### src/rtl/cpu_feeder_pkg.sv
// Shared types and constants for the cpu instruction feeder.
// Latency: n/a (declarations only).
// Backpressure: n/a (declarations only).
package cpu_feeder_pkg;

   localparam int DEF_IW = 32;

   localparam logic [1:0] MODE_RUN  = 2'd0;
   localparam logic [1:0] MODE_STEP = 2'd1;
   localparam logic [1:0] MODE_LOOP = 2'd2;
   localparam logic [1:0] MODE_ILL  = 2'd3;

   typedef enum logic [2:0] {
      ST_IDLE,
      ST_FETCH,
      ST_WAIT_RDY,
      ST_ISSUE,
      ST_WAIT_ACK,
      ST_STEP_WAIT
   } state_e;

endpackage

### src/rtl/feeder_prog_ram.sv
// Program buffer: DEPTH x IW simple dual-port RAM, one write port, one read port.
// Latency: read data valid the cycle after re is sampled; writes land on the edge.
// Backpressure: none; accepts a write and a read every cycle.
module feeder_prog_ram #(
   parameter int IW    = 32,
   parameter int DEPTH = 16,
   parameter int AW    = $clog2(DEPTH)
) (
   input  logic          clk,
   input  logic          we,
   input  logic [AW-1:0] waddr,
   input  logic [IW-1:0] wdata,
   input  logic          re,
   input  logic [AW-1:0] raddr,
   output logic [IW-1:0] rdata
);

   logic [IW-1:0] mem_q [DEPTH];
   logic [IW-1:0] rdata_q;

   // Write port: contents are deliberately not reset.
   always_ff @(posedge clk) begin
      if (we) mem_q[waddr] <= wdata;
   end

   // Registered read, only when the sequencer asks for a word.
   always_ff @(posedge clk) begin
      if (re) rdata_q <= mem_q[raddr];
   end

   assign rdata = rdata_q;

endmodule

### src/rtl/cpu_inst_feeder.sv
// Sequencer that issues a loaded program to the cpu over the up/st handshake.
// Latency: start at edge N gives sys_inst_up during cycle N+3 when st is already high.
// Backpressure: waits on sys_inst_st before each issue; times out after ACK_TIMEOUT cycles.
module cpu_inst_feeder
   import cpu_feeder_pkg::*;
#(
   parameter int IW          = DEF_IW,
   parameter int DEPTH       = 16,
   parameter int AW          = $clog2(DEPTH),
   parameter int ACK_TIMEOUT = 64
) (
   input  logic          sys_clk,
   input  logic          sys_rst,
   input  logic          sys_prog_we,
   input  logic [AW-1:0] sys_prog_addr,
   input  logic [IW-1:0] sys_prog_data,
   input  logic          sys_run_start,
   input  logic          sys_run_stop,
   input  logic [1:0]    sys_run_mode,
   input  logic [AW:0]   sys_run_len,
   input  logic          sys_step,
   output logic [IW-1:0] sys_inst_cmd,
   output logic          sys_inst_up,
   input  logic          sys_inst_st,
   output logic          sys_busy,
   output logic          sys_done,
   output logic          sys_err,
   output logic [AW-1:0] sys_pc,
   output logic [31:0]   sys_issued_cnt
);

   localparam int            TW       = $clog2(ACK_TIMEOUT + 1);
   localparam logic [AW:0]   LEN_MAX  = (AW+1)'(DEPTH);
   // The ISSUE cycle counts as the first waited cycle, so the timer starts at 1.
   localparam logic [TW-1:0] TMO_LAST = TW'(ACK_TIMEOUT - 1);

   state_e        state_q, state_d;
   logic [AW-1:0] pc_q, pc_d;
   logic [AW:0]   len_q, len_d;
   logic [1:0]    mode_q, mode_d;
   logic [IW-1:0] cmd_q, cmd_d;
   logic          err_q, err_d;
   logic          done_q, done_d;
   logic [31:0]   cnt_q, cnt_d;
   logic [TW-1:0] tmo_q, tmo_d;
   logic          stop_pend_q, stop_pend_d;

   logic          ram_we;
   logic          ram_re;
   logic [IW-1:0] ram_rdata;
   logic [AW:0]   pc_inc;

   assign pc_inc = {1'b0, pc_q} + (AW+1)'(1);
   assign ram_we = sys_prog_we && (state_q == ST_IDLE);
   assign ram_re = (state_q == ST_FETCH);

   feeder_prog_ram #(
      .IW    (IW),
      .DEPTH (DEPTH),
      .AW    (AW)
   ) u_prog_ram (
      .clk   (sys_clk),
      .we    (ram_we),
      .waddr (sys_prog_addr),
      .wdata (sys_prog_data),
      .re    (ram_re),
      .raddr (pc_q),
      .rdata (ram_rdata)
   );

   // Next-state, handshake and bookkeeping for the issue sequence.
   always_comb begin
      state_d     = state_q;
      pc_d        = pc_q;
      len_d       = len_q;
      mode_d      = mode_q;
      cmd_d       = cmd_q;
      err_d       = err_q;
      done_d      = 1'b0;
      cnt_d       = cnt_q;
      tmo_d       = tmo_q;
      stop_pend_d = stop_pend_q;

      // Program must not change under a running sequence.
      if (sys_prog_we && (state_q != ST_IDLE)) err_d = 1'b1;

      case (state_q)
         ST_IDLE: begin
            stop_pend_d = 1'b0;
            if (sys_run_start && !sys_run_stop) begin
               if ((sys_run_mode == MODE_ILL) || (sys_run_len == '0) || (sys_run_len > LEN_MAX)) begin
                  err_d = 1'b1;
               end else begin
                  state_d = ST_FETCH;
                  pc_d    = '0;
                  cnt_d   = '0;
                  err_d   = 1'b0;
                  len_d   = sys_run_len;
                  mode_d  = sys_run_mode;
               end
            end
         end
         ST_FETCH: begin
            if (sys_run_stop) begin
               state_d = ST_IDLE;
               done_d  = 1'b1;
            end else begin
               state_d = ST_WAIT_RDY;
            end
         end
         ST_WAIT_RDY: begin
            if (sys_run_stop) begin
               state_d = ST_IDLE;
               done_d  = 1'b1;
            end else if (sys_inst_st) begin
               state_d = ST_ISSUE;
               cmd_d   = ram_rdata;
            end
         end
         ST_ISSUE: begin
            if (sys_run_stop) stop_pend_d = 1'b1;
            tmo_d   = TW'(1);
            state_d = ST_WAIT_ACK;
         end
         ST_WAIT_ACK: begin
            if (sys_run_stop) stop_pend_d = 1'b1;
            if (!sys_inst_st) begin
               if (cnt_q != '1) cnt_d = cnt_q + 32'd1;
               if (stop_pend_q || sys_run_stop) begin
                  state_d = ST_IDLE;
                  done_d  = 1'b1;
               end else if (pc_inc < len_q) begin
                  pc_d    = pc_q + AW'(1);
                  state_d = (mode_q == MODE_STEP) ? ST_STEP_WAIT : ST_FETCH;
               end else if (mode_q == MODE_LOOP) begin
                  pc_d    = '0;
                  state_d = ST_FETCH;
               end else begin
                  state_d = ST_IDLE;
                  done_d  = 1'b1;
               end
            end else if (tmo_q == TMO_LAST) begin
               err_d   = 1'b1;
               state_d = ST_IDLE;
               done_d  = 1'b1;
            end else begin
               tmo_d = tmo_q + TW'(1);
            end
         end
         ST_STEP_WAIT: begin
            if (sys_run_stop) begin
               state_d = ST_IDLE;
               done_d  = 1'b1;
            end else if (sys_step) begin
               state_d = ST_FETCH;
            end
         end
         default: state_d = ST_IDLE;
      endcase
   end

   // State register; reset clears every output-facing flop.
   always_ff @(posedge sys_clk) begin
      if (sys_rst) begin
         state_q     <= ST_IDLE;
         pc_q        <= '0;
         len_q       <= '0;
         mode_q      <= '0;
         cmd_q       <= '0;
         err_q       <= 1'b0;
         done_q      <= 1'b0;
         cnt_q       <= '0;
         tmo_q       <= '0;
         stop_pend_q <= 1'b0;
      end else begin
         state_q     <= state_d;
         pc_q        <= pc_d;
         len_q       <= len_d;
         mode_q      <= mode_d;
         cmd_q       <= cmd_d;
         err_q       <= err_d;
         done_q      <= done_d;
         cnt_q       <= cnt_d;
         tmo_q       <= tmo_d;
         stop_pend_q <= stop_pend_d;
      end
   end

   assign sys_inst_cmd   = cmd_q;
   assign sys_inst_up    = (state_q == ST_ISSUE);
   assign sys_busy       = (state_q != ST_IDLE);
   assign sys_done       = done_q;
   assign sys_err        = err_q;
   assign sys_pc         = pc_q;
   assign sys_issued_cnt = cnt_q;

endmodule

### config.mk
export PLATFORM = sky130hd
export DESIGN_NAME = cpu_inst_feeder
export DESIGN_NICKNAME = d
export VERILOG_FILES = /design/src/rtl/cpu_feeder_pkg.sv /design/src/rtl/feeder_prog_ram.sv /design/src/rtl/cpu_inst_feeder.sv
export SDC_FILE = /design/constraint.sdc
export NUM_CORES = 1
export LEC_CHECK = 0
export CAP_MARGIN = 20
export CORE_ASPECT_RATIO = 1.1
export CORE_MARGIN = 5
export CORE_UTILIZATION = 40
export CTS_BUF_LIST = sky130_fd_sc_hd__clkbuf_8
export CTS_CLUSTER_SIZE = 28
export DETAILED_ROUTE_END_ITERATION = 16
export MAX_ROUTING_LAYER = met4
export PLACE_DENSITY = 0.68
export SLEW_MARGIN = 15
export SYNTH_ARGS = -nofsm -noshare
export SYNTH_HDL_FRONTEND = slang
export SYNTH_SLANG_ARGS = --single-unit
### constraint.sdc
create_clock -name sys_clk -period 4.4 [get_ports sys_clk]
set_clock_uncertainty 0.05 [all_clocks]
set_input_delay 0.44 -clock sys_clk [delete_from_list [all_inputs] [get_ports sys_clk]]
set_output_delay 0.44 -clock sys_clk [all_outputs]
set_load 0.005 [all_outputs]
## Word-level counts from Yosys, hierarchy flattened

Memory sizes are Yosys's and may differ from the RTL's. A register that Yosys moved wholly into a read port is not among the register bits.
Cells that the tools add are included.

| cells by class | value |
|---|---|
| add/subtract/negate cells | 4 |
| multipliers | 0 |
| div/mod/pow operators | 0 |
| $lt $le $gt $ge | 2 |
| eq/ne operators | 22 |
| shift operators | 0 |
| muxes and demuxes | 46 |
| bitwise gates (word level) | 2 |
| reduce and logical (&&, ||, !) cells | 22 |

Operator list:

| kind | count |
|---|---|
| 2-to-1 mux 32 bit | 4 |
| case mux 32 bit (2 select lines) | 1 |
| 2-to-1 mux 3 bit | 11 |
| adder 32 x 1 -> 32 bit (second input constant) | 1 |
| != test 32 bit (second input constant) | 1 |
| 2-to-1 mux 4 bit | 6 |
| case mux 3 bit (6 select lines) | 1 |
| 2-to-1 mux 1 bit | 15 |
| 2-to-1 mux 7 bit | 2 |
| case mux 7 bit (2 select lines) | 1 |
| != test 2 bit (second input constant) | 6 |
| != test 3 bit (second input constant) | 4 |
| AND reduction 5 bit | 2 |
| AND reduction 3 bit | 3 |
| case mux 4 bit (2 select lines) | 1 |
| adder 7 x 1 -> 7 bit (second input constant) | 1 |
| == test 7 x 6 -> 1 bit (second input constant) | 1 |
| == test 3 x 2 -> 1 bit (second input constant) | 2 |
| == test 3 bit (second input constant) | 2 |
| case mux 1 bit (2 select lines) | 3 |
| AND reduction 6 bit | 1 |
| nonzero test 2 bit | 3 |
| adder 4 x 1 -> 5 bit (second input constant) | 1 |
| > comparator 5 bit (second input constant) | 1 |
| other kinds (17) | 24 |

| word-level totals | value |
|---|---|
| bits in registers | 88 |
| bits in latches | 0 |
| memory bits (writable) | 512 |
| ROM bits | 0 |
| input bits | 50 |
| word-level logic and storage cells | 109 |
| memories kept | 1 |

Memories:

| name | words | width | read ports | clocked after Yosys merged registers in | wr ports | line | source |
|---|---|---|---|---|---|---|---|
| u_prog_ram.mem_q | 16 | 32 | 1 | 1 | 1 | feeder_prog_ram.sv:18 | `logic [IW-1:0] mem_q [DEPTH];` |

## Depth between registers and ports, before layout

| logic depth | value |
|---|---|
| depth after elaboration | 6 |
| mapped depth | 12 |

## Hierarchy

From an unflattened synthesis, not the netlist that was laid out.

| second synthesis, totals | value |
|---|---|
| cells, all modules | 1,335 |
| area, all modules | 24,275.8 um^2 |

By module, submodules not included:

| module | instances | cells each | area each (um^2) |
|---|---|---|---|
| feeder_prog_ram | 1 | 838 | 20,155.6 |
| cpu_inst_feeder | 1 | 497 | 4,120.2 |

## Worst setup path before layout

Ideal clock, no wire load.

| path | value |
|---|---|
| kind | reg-to-reg |
| start point | reg state_q[2] |
| end point | mem u_prog_ram.mem_q[0][0], enable pin |
| setup time | 0.461 ns |
| data arrival time | 3.630 ns |
| data required time | 3.889 ns |
| path slack | 0.259 ns |
| cell stages (with the launch flop) | 6 |
| clock period less this slack | 4.141 ns |
| cell sequence | dfxtp_1 buf_6 nor3_4 inv_2 or4b_2 nor3_1 |

| between the ends | value |
|---|---|
| cells in the longest elaborated chain, start to end | 4 |

Ends and longest elaborated chain:

| what | line | source |
|---|---|---|
| from (decl) | cpu_inst_feeder.sv:37 | `state_e state_q, state_d;` |
| from (signal assigned) | cpu_inst_feeder.sv:176 | `state_q <= state_d;` |
| zero test 3 bit | cpu_inst_feeder.sv:54 | `assign ram_we = sys_prog_we && (state_q == ST_IDLE);` |
| logical AND 1 bit | cpu_inst_feeder.sv:54 |  |
| 2-to-1 mux 1 bit | feeder_prog_ram.sv:23 | `if (we) mem_q[waddr] <= wdata;` |
| 2-to-1 mux 1 bit (implied by the code) | feeder_prog_ram.sv:23 |  |
| to (decl) | feeder_prog_ram.sv:18 |  |

Every way passes these cells.

## Worst setup path after layout

| path | value |
|---|---|
| start point | reg state_q[1] |
| end point | mem u_prog_ram.mem_q[12][23], enable pin |

Same word-level chain as after synthesis.

==> metrics.txt <==
Synth Area per Inst 19.2 sq um; routed wire length about 53 mm; unrepaired setup endpoints after global routing false; final core occ 0.475; Critical Path, Cell by Cell nor3_4 -> inv_2 -> or4b_2 -> nor2_4 -> buf_4; residual DRC count 0; CP Launch Type flop; starting density of the core 0.405; GRT overflow 0; Hold Path Cell Cnt 2; DP HPWL ~29 mm; first-pass GRT wire length 80.6 mm; Filler cells 4895; Die X 245 um; drt pass-1 iters 5; Max Clk Rate 331 MHz; mean routed wirelength per cell 23.0 um; post-CTS setup buffer count 0; Netlist cell types 57; Period Utilization, post-route 0.686; layout cell share with drive strength beyond 1 0.242; storage element area 18100 sq um; max cap viols 0; Worst setup EP type flop; CP max stage delay 0.80 ns; number of global-route vias before repair 13100; Async SR Flop Fraction 0; #FFs+latches synth 632; sequential element share of the synthesized area 0.747; final net count 1503; Final min period roughly 3.0 ns; GPL Wtd Cong roughly 0.78; R2R cell count 5; Multi-input gate area 5930 sq um; Ys Warns 0; Starting DRT DRC Count 953; CTS max path bufs 3; slew margin rel. 0.279; initial antenna violation count 7; vias 12500; Hold Buf Count CTS 0; CTS resizes 0; CTS Buf Count 99; setup violators final 0; Clock Latency Late Sink 0.67 ns; top_reg_cell synth edfxtp_1; Worst VDD drop 0.214 mV; Syn-to-layout area delta 17.4%; PwrDens around 400 nW/um^2; Tot GR Track Use 0.168; slowest CP cell or4b_2; CTS clk-pin slew, worst paths 0.06 ns; row count 94; IO Pins 122; Worst Path Arrival 3.31 ns; H-tree depth 3; critical path type reg -> reg; Worst Tran Pin Value roughly 1.1 ns; CTS Sinks between 600 and 700; largest net degree at the start of global routing 131; worst path required time 4.69 ns; Fin. Hold Viols 0; Core Box Area about 60000 sq um; vias per inst 5.43; Synth Net Count 1317; die area ~66000 sq um; Min-Delay Path Class in -> reg; critical path peak fanout 13; setup TNS 0 ns; CTS root buffer clkbuf_8; synthesized cell area around 24000 sq um; CTS tree done; Cells after Synth ~1300; leakage 0.00882 uW; antenna violation net count after detailed routing 0; # port buffers 121; DIE HEIGHT approximately 270 um; Post-synth EDFFs 544; status complete, no violations; final setup margin around 1.4 ns; Place WS 0.774 ns; Final Slew Violations 0
per-layer routing:
metal  vias to the layer above  GRT usage  share of wire
met4                         0     0.0479          0.017
met3                        73     0.0390          0.081
li1                       5479          -              -
met2                       451      0.265           0.49
met1                      6503      0.222           0.41
met5                         -          -              0
flip-flops by register name, summed over array words and instances (netlist names):
name              flops
state_q               3
sys_err               1
sys_issued_cnt       32
sys_inst_cmd         32
mode_q                2
len_q                 5
u_prog_ram.rdata     32
tmo_q                 7
stop_pend_q           1
u_prog_ram.mem_q    512
sys_done              1
sys_pc                4
kinds of logic after synthesis:
logic type,after synthesis,synth area share
flops,632,0.747
simple gates,258,0.0524
mux,166,0.151
compound gates,90,0.0224
buf+inv,79,0.0131
xor+xnor,28,0.0101
fa+ha+maj,7,0.00362
path summary, 6_finish.rpt:
kind	from	endpoint	slack (ns)
max	state_q[1]	u_prog_ram.mem_q[12][23]	1.38
min	sys_rst	sys_err	0.29
max reg2reg	state_q[1]	u_prog_ram.mem_q[12][23]	1.38
min reg2reg	sys_inst_cmd[23]	sys_inst_cmd[23]	0.40
synthesized netlist by cell type, drive strengths merged, types with 6 or more instances:
| library cell | count | area share |
|---|---|---|
| edfxtp | 544 | 0.67 |
| nor2 | 58 | 0.0090 |
| nand3 | 12 | 0.0025 |
| nand2 | 92 | 0.014 |
| buf | 24 | 0.0046 |
| nand2b | 11 | 0.0028 |
| dfxtp | 88 | 0.073 |
| mux4 | 160 | 0.15 |
| and2 | 6 | 0.0015 |
| inv | 12 | 0.0019 |
| nand4 | 18 | 0.0046 |
| ha | 7 | 0.0036 |
| nor4 | 7 | 0.0021 |
| nor3 | 17 | 0.0040 |
| xnor2 | 22 | 0.0080 |
| a21oi | 61 | 0.013 |
| and3 | 9 | 0.0023 |
| xor2 | 6 | 0.0022 |
| clkbuf | 43 | 0.0067 |
through the flow:
stage / cell area [sq um] / hold WS [ns] / std cells / power [uW]
floorplan: 24200 / 0.403 / 1260 / 6850
global placement: 26500 / 0.397 / 2113 / 7030
detailed placement: 26500 / 0.400 / 2113 / 7050
CTS: 28400 / 0.215 / 2297 / 11800
global route: 28400 / 0.290 / 2304 / 12100
finish: 28400 / 0.286 / 2304 / 11700
where the power goes:
part	internal [uW]	switching (uW)
clock network	2480	2260
registers	6590	23.9
logic	95.9	202
total	9170	2480
cells in the final DEF, fill, tap and decap left out, types with 5 or more instances in the layout:
master / instances
a21oi_1: 60
a31o_2: 5
and2_1: 6
and3_1: 9
and4_1: 5
buf_4: 29
clkbuf_8: 106
clkdlybuf4s50_1: 120
clkinv_1: 14
clkinv_2: 23
dfxtp_1: 84
diode_2: 7
edfxtp_1: 544
ha_1: 7
inv_1: 40
mux2i_1: 5
mux4_2: 160
nand2_1: 92
nand2b_1: 11
nand3_1: 12
nand4_1: 18
nor2_1: 46
nor2_4: 12
nor3_1: 11
nor3_2: 5
nor4_1: 6
o21ai_0: 5
xnor2_1: 22
xor2_1: 6
cell type report:
| class | instances | share of cell area |
|---|---|---|
| diodes | 7 | 0.000616 |
| clock buffers | 106 | 0.0513 |
| clock inverters | 78 | 0.0163 |
| inverters | 12 | 0.00158 |
| multi-input cells | 549 | 0.209 |
| flip-flops and latches | 632 | 0.636 |
| well taps | 768 | 0.0338 |
| repair buffers | 152 | 0.0515 |
worst max-delay path, delay by kind of cell, from the launching register on:
kind | cells | cell delay [ns]
buffers and inverters | 2 | 0.48
flip-flops | 1 | 0.46
AND/OR/NAND/NOR | 3 | 1.68
Note: power is estimated with default switching activity, not from simulation.
